--- config.mk ---
export PLATFORM = sky130hd
export DESIGN_NAME = fft_frame_sched
export DESIGN_NICKNAME = d
export VERILOG_FILES = /design/src/rtl/fft_frame_sched_pkg.sv /design/src/rtl/fft_frame_sched_down_timer.sv /design/src/rtl/fft_frame_sched.sv
export SDC_FILE = /design/constraint.sdc
export NUM_CORES = 1
export LEC_CHECK = 0
export ABC_AREA = 1
export CAP_MARGIN = 15
export CORE_MARGIN = 3
export CORE_UTILIZATION = 50
export CTS_BUF_LIST = sky130_fd_sc_hd__clkbuf_8
export DETAILED_ROUTE_END_ITERATION = 8
export PLACE_DENSITY = 0.78
export SYNTH_ARGS = -nofsm -noshare
export SYNTH_HDL_FRONTEND = slang
export SYNTH_HIERARCHICAL = 1
export SYNTH_SLANG_ARGS = --single-unit
export TNS_END_PERCENT = 30
--- constraint.sdc ---
create_clock -name clk_50m -period 1.6 [get_ports clk_50m]
set_clock_uncertainty 0.05 [all_clocks]
set_input_delay 0.24 -clock clk_50m [delete_from_list [all_inputs] [get_ports clk_50m]]
set_output_delay 0.24 -clock clk_50m [all_outputs]
set_load 0.05 [all_outputs]
--- src/rtl/fft_frame_sched_pkg.sv ---
// Shared definitions for the spectrum-display frame path: scheduler state
// encoding and the frame geometry defaults also used by the FIFO and FFT
// wrappers.
package fft_frame_sched_pkg;

  // Scheduler states: reset the FFT, wait for a frame, stream it, wait for eop
  typedef enum logic [1:0] {
    ST_RST_FFT = 2'd0,
    ST_ARM     = 2'd1,
    ST_LOAD    = 2'd2,
    ST_DRAIN   = 2'd3
  } sched_state_t;

  // Samples per FFT frame and the width of FIFO fill counts / sample counters
  localparam int FRAME_LEN_DEF = 1024;
  localparam int CNT_W_DEF     = 11;

  // Width of a down-counter that must hold values 0..n
  function automatic int timer_w(input int n);
    return (n < 2) ? 1 : $clog2(n + 1);
  endfunction

endpackage

--- src/rtl/fft_frame_sched_down_timer.sv ---
// Generic load/tick down-counter. expire is high while the count sits at
// zero; the count holds at zero until it is reloaded.
module fft_frame_sched_down_timer #(
  parameter int W = 4
) (
  input  logic         clk,
  input  logic         load,
  input  logic [W-1:0] load_val,
  input  logic         tick,
  output logic         expire
);

  logic [W-1:0] cnt;

  // Reload takes priority; otherwise count down on tick and saturate at zero
  always_ff @(posedge clk) begin
    if (load) begin
      cnt <= load_val;
    end else if (tick && (cnt != '0)) begin
      cnt <= cnt - 1'b1;
    end
  end

  assign expire = (cnt == '0);

endmodule

--- src/rtl/fft_frame_sched.sv ---
// Frame scheduler between the audio FIFO read side and the FFT core.
// Resets the FFT, waits for a full buffered frame and a ready display,
// streams exactly one frame into the FFT, then waits for the FFT's
// end-of-packet. A stalled FFT is recovered by a drain timeout that
// re-resets it.
module fft_frame_sched
  import fft_frame_sched_pkg::*;
#(
  parameter int FRAME_LEN = FRAME_LEN_DEF,
  parameter int CNT_W     = CNT_W_DEF,
  parameter int RST_CYC   = 4,
  parameter int DRAIN_TO  = 4096
) (
  input  logic             clk_50m,
  input  logic             rst,
  input  logic             enable,
  input  logic             disp_ready,
  input  logic [CNT_W-1:0] fifo_wnum,
  input  logic             fifo_empty,
  output logic             fifo_rd_en,
  output logic             fft_rst,
  output logic             fft_start,
  input  logic             fft_valid,
  input  logic             fft_eop,
  output logic             busy,
  output logic             frame_done,
  output logic [15:0]      frame_cnt,
  output logic             err_underflow,
  output logic             err_timeout
);

  localparam int RST_W = timer_w(RST_CYC);
  localparam int TO_W  = timer_w(DRAIN_TO);

  localparam logic [CNT_W-1:0] FRAME_LEN_C  = CNT_W'(FRAME_LEN);
  localparam logic [CNT_W-1:0] FRAME_LAST_C = CNT_W'(FRAME_LEN - 1);
  // Timers expire at zero, so loading N-1 gives exactly N cycles in state
  localparam logic [RST_W-1:0] RST_LOAD = RST_W'(RST_CYC - 1);
  localparam logic [TO_W-1:0]  TO_LOAD  = TO_W'(DRAIN_TO - 1);

  sched_state_t     state;
  sched_state_t     state_nxt;
  logic [CNT_W-1:0] rd_cnt;
  logic             rd_go;
  logic             eop_hit;
  logic             underflow_hit;
  logic             timeout_hit;
  logic             rst_expire;
  logic             to_expire;

  // FFT reset pulse length: reloaded whenever we are not in RST_FFT (and on
  // rst), so every entry into RST_FFT starts a fresh RST_CYC count
  fft_frame_sched_down_timer #(
    .W (RST_W)
  ) u_rst_timer (
    .clk      (clk_50m),
    .load     (rst || (state != ST_RST_FFT)),
    .load_val (RST_LOAD),
    .tick     (state == ST_RST_FFT),
    .expire   (rst_expire)
  );

  // Drain timeout: reloaded outside DRAIN, counts DRAIN_TO cycles inside it
  fft_frame_sched_down_timer #(
    .W (TO_W)
  ) u_to_timer (
    .clk      (clk_50m),
    .load     (rst || (state != ST_DRAIN)),
    .load_val (TO_LOAD),
    .tick     (state == ST_DRAIN),
    .expire   (to_expire)
  );

  // Next-state and output decode; rd_en is gated by rst so no sample is
  // popped from the FIFO in a cycle whose frame is about to be abandoned
  always_comb begin
    state_nxt     = state;
    fifo_rd_en    = 1'b0;
    fft_rst       = 1'b0;
    busy          = 1'b1;
    rd_go         = 1'b0;
    eop_hit       = 1'b0;
    underflow_hit = 1'b0;
    timeout_hit   = 1'b0;
    case (state)
      ST_RST_FFT: begin
        fft_rst = 1'b1;
        if (rst_expire) begin
          state_nxt = ST_ARM;
        end
      end
      ST_ARM: begin
        busy = 1'b0;
        // fifo_wnum may be stale; it only gates the start, never the reads
        if (enable && disp_ready && (fifo_wnum >= FRAME_LEN_C)) begin
          state_nxt = ST_LOAD;
        end
      end
      ST_LOAD: begin
        if (rd_cnt < FRAME_LEN_C) begin
          if (fifo_empty) begin
            underflow_hit = 1'b1;
          end else begin
            rd_go = 1'b1;
          end
        end
        fifo_rd_en = rd_go && !rst;
        // Leave on the last issued read; its fft_start lands in DRAIN
        if ((rd_go && (rd_cnt == FRAME_LAST_C)) || (rd_cnt >= FRAME_LEN_C)) begin
          state_nxt = ST_DRAIN;
        end
      end
      ST_DRAIN: begin
        // eop has priority over a simultaneous timeout
        if (fft_valid && fft_eop) begin
          eop_hit   = 1'b1;
          state_nxt = ST_ARM;
        end else if (to_expire) begin
          timeout_hit = 1'b1;
          state_nxt   = ST_RST_FFT;
        end
      end
      default: begin
        state_nxt = ST_RST_FFT;
      end
    endcase
  end

  // State register
  always_ff @(posedge clk_50m) begin
    if (rst) begin
      state <= ST_RST_FFT;
    end else begin
      state <= state_nxt;
    end
  end

  // Read counter: held at zero outside LOAD so each frame starts from zero
  always_ff @(posedge clk_50m) begin
    if (rst || (state != ST_LOAD)) begin
      rd_cnt <= '0;
    end else if (fifo_rd_en) begin
      rd_cnt <= rd_cnt + 1'b1;
    end
  end

  // FIFO Q is valid the cycle after the read strobe, so fft_start follows it
  always_ff @(posedge clk_50m) begin
    if (rst) begin
      fft_start <= 1'b0;
    end else begin
      fft_start <= fifo_rd_en;
    end
  end

  // Frame completion pulse and wrapping completed-frame count
  always_ff @(posedge clk_50m) begin
    if (rst) begin
      frame_done <= 1'b0;
      frame_cnt  <= '0;
    end else begin
      frame_done <= eop_hit;
      if (eop_hit) begin
        frame_cnt <= frame_cnt + 16'd1;
      end
    end
  end

  // Sticky error flags, cleared only by rst
  always_ff @(posedge clk_50m) begin
    if (rst) begin
      err_underflow <= 1'b0;
      err_timeout   <= 1'b0;
    end else begin
      if (underflow_hit) begin
        err_underflow <= 1'b1;
      end
      if (timeout_hit) begin
        err_timeout <= 1'b1;
      end
    end
  end

endmodule

* Yosys cells after proc, flatten, opt, wreduce, memory -nomap -nowiden *
Cells that the tools add are included.

word-level totals
  register bits after elaboration = 49
  latch bits = 0
  memory bits (writable) = 0
  memory bits (read-only) = 0
  bits of input ports = 18
  logic and storage cells = 65
  memories kept = 0

operators by class
  $add $sub $neg = 4
  $mul = 0
  divide/modulo/power cells = 0
  order comparisons = 3
  equal/unequal tests = 10
  shift-type cells = 0
  mux-type cells = 20
  bitwise operators = 0
  reductions and logical operators = 19

operator list
  kind                     count
  $ge A11 B11 Y1 const B   2
  $add A16 B1 Y16 const B  1
  $mux W1                  14
  $logic_not A13 Y1        1
  $reduce_bool A13 Y1      1
  $sub A13 B1 Y13 const B  1
  $add A11 B1 Y11 const B  1
  $eq A11 B10 Y1 const B   1
  $lt A11 B11 Y1 const B   1
  $mux W2                  5
  $ne A2 B2 Y1 const B     5
  $pmux W2 S4              1
  $logic_and A1 B1 Y1      7
  $eq A2 B2 Y1 const B     2
  $logic_or A1 B1 Y1       4
  $reduce_and A4 Y1        1
  $logic_not A3 Y1         1
  $ne A3 B3 Y1 const B     1
  $reduce_bool A3 Y1       1
  $sub A3 B1 Y3 const B    1
  $eq A2 B1 Y1 const B     1
  $logic_not A2 Y1         1
  $reduce_bool A2 Y1       1
  $logic_not A1 Y1         1

* Logic depth before layout (Yosys ltp) *
Gate-level depths: netlist of run 1.

  depth in word-level cells = 7
  gate-level depth with buffers = 12
  mapped depth without buffers = 12

* Modules after synthesis *
The synthesis of run 1 kept the hierarchy.

modules (own cells, without submodules)
  module                                    times used  cells an instance  area an instance (um2)  sequential area each (um2)
  fft_frame_sched                           1           232                1644.1                  660.6
  fft_frame_sched_down_timer (u_to_timer)   1           122                905.9                   390.4
  fft_frame_sched_down_timer (u_rst_timer)  1           18                 167.7                   90.1

* Worst setup path before layout of run 1 *
OpenSTA, ideal clock, no wires.

  kind = register to register
  start = reg frame_cnt[0]
  end = reg frame_cnt[12]
  data arrival time = 1.576 ns
  slack = -0.143 ns
  cell stages (with the launch flop) = 7
  buffers on the path = 0
  path through = dfxtp_1 ha_1 nand3_1 nor2_1 nand3_1 o21ai_0 nor2_1

between the ends
  longest elaborated chain between the ends = 1

ends and longest elaborated chain
  what                    RTL line                source
  from (decl)             fft_frame_sched.sv:27   output logic [15:0] frame_cnt,
  from (signal assigned)  fft_frame_sched.sv:164  frame_cnt <= frame_cnt + 16'd1;
  $add A16 B1 Y16         fft_frame_sched.sv:164

Every way passes these cells.
A chain may end at the register's enable or synchronous reset.

* Worst setup path after layout of run 1 *
  start = reg u_to_timer.cnt[7]
  end = reg state[1]

between the ends
  longest elaborated chain between the ends = 3

ends and longest elaborated chain
  what                         RTL line                          source
  from (decl)                  fft_frame_sched_down_timer.sv:13  logic [W-1:0] cnt;
  from (signal assigned)       fft_frame_sched_down_timer.sv:18  cnt <= load_val;
  from (signal assigned)       fft_frame_sched_down_timer.sv:20  cnt <= cnt - 1'b1;
  $logic_not A13 Y1            fft_frame_sched_down_timer.sv:24  assign expire = (cnt == '0);
  net to_expire                fft_frame_sched.sv:49             logic to_expire;
  $ne A3 B3 Y1 (no line)       --
  $reduce_and A4 Y1 (no line)  --
  to (signal assigned)         fft_frame_sched.sv:134            state <= state_nxt;
  to (decl)                    fft_frame_sched.sv:41             sched_state_t state;

The timed path passes the listed nets, and every way through them passes these cells.

==> results of run 1 <==
cells in the final DEF, fill, tap and decap left out, types with 2 or more instances in the layout:
| cell | synthesis | routed |
|---|---|---|
| a31oi_1 | 3 | 3 |
| o21ai_0 | 18 | 17 |
| and3_1 | 2 | 2 |
| ha_4 | 0 | 3 |
| xor2_1 | 2 | 2 |
| inv_2 | 3 | 6 |
| buf_12 | 0 | 9 |
| ha_1 | 10 | 5 |
| nor2_1 | 51 | 45 |
| ha_2 | 0 | 2 |
| dfxtp_2 | 0 | 4 |
| clkbuf_8 | 1 | 5 |
| clkinv_1 | 1 | 2 |
| nand4_1 | 3 | 3 |
| nand3_1 | 24 | 23 |
| nor2_4 | 5 | 10 |
| nor2_2 | 10 | 11 |
| dfxtp_1 | 33 | 29 |
| inv_1 | 53 | 51 |
| nand2_4 | 0 | 2 |
| edfxtp_1 | 16 | 16 |
| nand2_2 | 8 | 9 |
| a21oi_1 | 22 | 22 |
| conb_1 | 2 | 16 |
| clkdlybuf4s50_1 | 0 | 7 |
| nand2_1 | 81 | 78 |
| buf_4 | 0 | 61 |
| nor3_1 | 10 | 10 |
cells by family after synthesis:
kind of cell             synth area share, %
AO/OA/AOI/OAI                           9.21
XOR/XNOR                               0.967
adder cells (fa/ha/maj)                 4.60
buffers and inverters                   9.12
flip-flops                              42.0
other                                  0.276
AND/OR/NAND/NOR                         33.8
registers in the layout (all words and copies together), names as in the netlist:
| name | flops |
|---|---|
| frame_done | 1 |
| err_timeout | 1 |
| u_rst_timer/cnt | 3 |
| state | 2 |
| rd_cnt | 11 |
| frame_cnt | 16 |
| u_to_timer/cnt | 13 |
| err_underflow | 1 |
| fft_start | 1 |
per-stage QoR:
step / cells / hold slack [ns] / total power [mW]
finish: 538 / 0.402 / 3.80
global route: 538 / 0.427 / 4.05
CTS: 532 / 0.407 / 3.72
detailed placement: 521 / 0.392 / 2.92
global placement: 521 / 0.383 / 2.89
floorplan: 386 / 0.333 / 2.36
cell type report:
class / count / area, um^2 / area share, %
clock buffers: 5 / 68.8 / 1.84
clock inverters: 3 / 13.8 / 0.368
inverters: 57 / 214 / 5.73
multi-input cells: 276 / 1490 / 39.8
flip-flops and latches: 49 / 1150 / 30.7
well taps: 70 / 87.6 / 2.34
repair buffers: 78 / 719 / 19.3
path summary, 6_finish.rpt:
check,endpoint
max,state[1]$_SDFFE_PP0P_
min reg2reg,rd_cnt[6]$_SDFFE_PP0P_
max reg2reg,state[1]$_SDFFE_PP0P_
min,rd_cnt[6]$_SDFFE_PP0P_
report_power, final:
group	total, mW	switching (mW)	internal (mW)
Sequential	1.54	0.0894	1.45
Clock	0.705	0.406	0.299
Combinational	1.56	0.859	0.699
Total	3.80	1.35	2.45
synth_stat cells, types with 2 or more instances:
| cell | n |
|---|---|
| nand2_1 | 81 |
| inv_1 | 53 |
| nor2_1 | 51 |
| dfxtp_1 | 33 |
| nand3_1 | 24 |
| a21oi_1 | 22 |
| o21ai_0 | 18 |
| edfxtp_1 | 16 |
| ha_1 | 10 |
| nor2_2 | 10 |
| nor3_1 | 10 |
| nand2_2 | 8 |
| nor2_4 | 5 |
| a31oi_1 | 3 |
| inv_2 | 3 |
| nand4_1 | 3 |
| and3_1 | 2 |
| conb_1 | 2 |
| xor2_1 | 2 |
layer usage:
layer / track usage, % / wire, um / vias up
met5: 0 / 0 / -
met4: 6.53 / 75 / 0
met3: 3.84 / 247 / 9
met2: 35.7 / 3170 / 51
met1: 25.4 / 2760 / 1150
li1: - / - / 1356
critical path, cell delays in order (launching register included):
cell and delay (ns):
edfxtp_1 0.43, nor2_4 0.15, nand2_2 0.09, nor2_4 0.13
inv_2 0.06, nor2_4 0.09, inv_1 0.05, nand3_1 0.07
o21ai_1 0.07, nor2_2 0.14, nand3b_1 0.10, nand2_1 0.09
nor2_1 0.04
timing repair:
item / CTS / global route
buffers inserted: 3 / 6
resized for setup: 11 / 20
pin swaps: 7 / 10
setup endpoints to repair: 6 / 33
==> metrics.yaml, run 1 <==
global_routing:
  grt_pass1_vias: 2440
  grt_pass1_wl_um: 10500
  grt_start_max_net_pins: 16
  antenna_found_initial: 0
  track_usage_pct: 20.5
  overflow: 0
worst_setup_path:
  cp.required_ns: 1.75
  cp_max_fo: 4
  rrSetupSlack_ns: -0.08
  crit_type: "flop to flop"
  cp-start-kind: "flop"
  cp-end-kind: "flop"
  cp.arrival_ns: 1.82
  r2r_cells: 12
  r2r_start: "u_to_timer/cnt[7]$_DFFE_PP_"
  worstSetupStartpoint: "u_to_timer/cnt[7]$_DFFE_PP_"
cts:
  clk_latency_ns: 0.30
  cts.path.max_buffers: 2
  cts_sinks: 49
  cts_root_buf: "clkbuf_8"
  hold_buffers: 0
  cts_tree: "yes"
  path_clk_slew_ns: 0.09
  numCtsBuffers: 5
  cts-htree-levels: 2
timing:
  max_clock_freq_mhz: 597
  setup_viol: 16
  post-route-period-util_pct: 105
  finalMaxSlewViolations: 0
  finalSetupTns_ns: -0.782
  fin_ws_ns: -0.0751
  fin_crit_ns: 1.68
  rsz0062_at_grt: "true"
  hold_violations: 0
logic_synthesis:
  yosysTopAreaCell: "dfxtp_1"
  synth_edf_count: 16
  netlist_area_um2: 2720
  ys_warn_count: 6
  ys_seq_elements: 49
  syn_inst: 372
  yosysUniqueCellTypes: 35
  syn_avg_cell_area_um2: 7.31
  synth_top_area_share_pct: 24.3
  synth.area.top_cells: "dfxtp_1, edfxtp_1, nand2_1"
  ys_seq_area_share_pct: 42.0
  synthFlopType: "dfxtp_1"
  async_flop_share_pct: 0
finish:
  final_util_pct: 72.2
  n_fill_cell: 403
  area_growth_pct: 37.5
  antenna_cells: 0
  final_layout_size_suffix_gt1_share_pct: 27.6
  stdcell_area_um2: 3740
  layout.nets: 495
route:
  drc: 0
  vias: 2566
  drt_wl_total_um: 6260
  wl_per_cell_um: 11.6
  dr.pass1.iters: 4
  detail-route-antenna-nets: 0
  viasPerCell: 4.77
  drt_iter0_markers: 114
status:
  violations: "setup timing"
  status: "finished with violations"
worst_hold_path:
  hold_depth: 2
  min-delay-start: "rd_cnt[6]$_SDFFE_PP0P_"
  hp-class: "flop to flop"
power:
  power_density_nw_per_um2: 1020
  p_leak_nw: 1.67
  vdd_drop_max_v: 0.00152
placement:
  dpl_worst_slack_ns: -0.153
  gp_congestion: 0.822
  hpwl_um: 4500
  post_dp_cell_area_um2: 3480
  io_buffers: 30
floorplanning:
  core_um2: 5170
  fp.dieH_um: 79.7
  dieArea_um2: 6360
  num_io_pins: 41
  rows: 26
  die_w_um: 79.7
  start_util_pct: 52.5
flow_run:
  maxCapViolCount: 0
No activity file was read; power rests on OpenSTA's default activity.
==> run 2, diff against run 1 <==
clock period = 1.4 ns   (was 1.6 ns; I/O delays follow)
==> metrics.yaml, run 2 (synthesis gave the netlist of run 1 again) <==
status:
  status: "finished with violations"
  violations: "setup timing"
timing:
  max_clock_freq_mhz: 595
  fin_crit_ns: 1.68
  holdWs_ns: 0.399
  post-route-period-util_pct: 120
  setup_viol: 40
  hold_violations: 0
  finalMaxSlewViolations: 0
  fin_ws_ns: -0.282
  rsz0062_at_grt: "true"
power:
  power_density_nw_per_um2: 1140
  p_clk_share_pct: 19.2
  p_leak_nw: 1.81
  combPwrFrac_pct: 43.0
  vdd_drop_max_v: 0.00153
  internal-power_mw: 3.02
  p_sw_mw: 1.75
  seq_power_share_pct: 37.8
  power_mw: 4.77
  swShare_pct: 36.7
flow_run:
  maxCapViolCount: 0
route:
  dr.pass1.iters: 5
  drc: 0
  vias: 2862
  detail-route-antenna-nets: 0
  viasPerCell: 5.14
  drt_iter0_markers: 216
  drt_wl_total_um: 7940
  wl_per_cell_um: 14.3
placement:
  gp_congestion: 0.868
  hpwl_um: 4900
  io_buffers: 30
  dpl_worst_slack_ns: -0.303
worst_setup_path:
  cp.depth: 12
  endpoint: "state[1]$_SDFFE_PP0P_"
  worstSetupStartpoint: "u_to_timer/cnt[7]$_DFFE_PP_"
  cp_max_fo: 4
  r2r_end: "state[1]$_SDFFE_PP0P_"
  cp_num_buf_inv: 2
  r2r_cells: 12
  cp-end-kind: "flop"
  crit_type: "flop to flop"
  rrSetupSlack_ns: -0.28
  cp.arrival_ns: 1.85
  slowest_stage: "edfxtp_1"
  slowest_delay_ns: 0.42
  cp.required_ns: 1.57
  crit_family: "simple AND/OR/NAND/NOR gates"
  cp-start-kind: "flop"
  worstPathCellList: "nor2_2 > nand2_2 > nor2_4 > inv_2 > nor2_4 > inv_2 > nand3_2 > o21ai_2 > nor2_2 > nand3b_1 > nand2_1 > nor2_1"
  r2r_start: "u_to_timer/cnt[7]$_DFFE_PP_"
floorplanning:
  fp.dieH_um: 79.7
  core_um2: 5170
  num_io_pins: 41
  die_w_um: 79.7
  start_util_pct: 52.5
  rows: 26
  dieArea_um2: 6360
finish:
  area_growth_pct: 53.8
  reg_top3: "frame_cnt (16), u_to_timer/cnt (13), rd_cnt (11)"
  multi_input_area_um2: 1550
  regArea_um2: 1160
  antenna_cells: 0
  n_fill_cell: 306
  layout_commonest_cell: "nand2_1"
  top_register: "frame_cnt"
  final_layout_size_suffix_gt1_share_pct: 35.7
  largest_reg_flops: 16
  layout.nets: 514
  layout_common_cells: "nand2_1, buf_4, inv_1, nor2_1, buf_12"
worst_hold_path:
  min-delay-start: "rd_cnt[6]$_SDFFE_PP0P_"
  hp-class: "flop to flop"
cts:
  numCtsBuffers: 5
  cts_tree: "yes"
  cts_root_buf: "clkbuf_8"
  cts_sinks: 49
  cts.path.max_buffers: 2
  hold_buffers: 0
  cts-htree-levels: 2
  path_clk_slew_ns: 0.10
  clk_latency_ns: 0.31
global_routing:
  overflow: 0
  grt_pass1_vias: 2796
  grt_pass1_wl_um: 12300
  track_usage_pct: 24.5
  antenna_found_initial: 0
  grt_start_max_net_pins: 16
run 2: repair_timing:
action	in CTS	in global routing
setup buffers	10	6
cloned	1	0
endpoints found under the setup margin	44	57
pin swaps	10	13
resized for setup	17	33
hold endpoints to repair	0	0
run 2: routing by layer:
layer,vias to the layer above,part of all wire [%],GRT usage (%),wire length (um)
met2,98,53,43.8,4180
met1,1326,39,27.6,3060
met4,0,4.2,11.2,336
li1,1406,-,-,-
met3,32,4.6,5.19,363
met5,-,0,0,0
run 2: area by class of cell:
cell class / count / share of cell area, %
Multi-Input combinational cell: 277 / 37.1
Sequential cell: 49 / 27.8
Timing Repair Buffer: 96 / 25.5
Inverter: 57 / 5.18
Tap cell: 70 / 2.10
Clock buffer: 6 / 1.98
Clock inverter: 2 / 0.329
run 2: power by group through the flow:
stage / sequential, mW / combinational (mW) / clock, mW
2_1_floorplan: 1.81 / 0.933 / 0
3_3_place_gp: 1.78 / 1.62 / 0
3_5_place_dp: 1.79 / 1.68 / 0
4_1_cts: 1.78 / 1.83 / 0.910
5_1_grt: 1.82 / 2.20 / 0.985
6_report: 1.80 / 2.05 / 0.916
run 2: worst register-to-register path, delay by kind of cell, from the launching register on:
family          cells  cell delay [ns]
flops               1             0.42
compound gates      1             0.06
buf+inv             2             0.11
simple gates        9             0.94
run 2: stage by stage:
| stage | instance area [um^2] | cells | TNS [ns] | util [%] |
|---|---|---|---|---|
| 6_report | 4180 | 557 | -6.00 | 80.8 |
| 5_1_grt | 4180 | 557 | -9.59 | 80.8 |
| 4_1_cts | 4040 | 551 | -4.88 | 78.2 |
| 3_5_place_dp | 3820 | 533 | -10.12 | 73.8 |
| 3_3_place_gp | 3820 | 533 | -8.16 | 73.8 |
| 2_1_floorplan | 2830 | 386 | -1.18 | - |
run 2: worst min-delay path by stage:
stage                                       endpoint  slack, ns  cells after the start
final                         rd_cnt[6]$_SDFFE_PP0P_       0.40                      2
after global routing          rd_cnt[6]$_SDFFE_PP0P_       0.43                      2
after CTS                     rd_cnt[6]$_SDFFE_PP0P_       0.40                      2
after detailed placement      rd_cnt[6]$_SDFFE_PP0P_       0.39                      2
after global placement        rd_cnt[6]$_SDFFE_PP0P_       0.38                      2
after floorplan           err_underflow$_SDFFE_PP0P_       0.30                      2
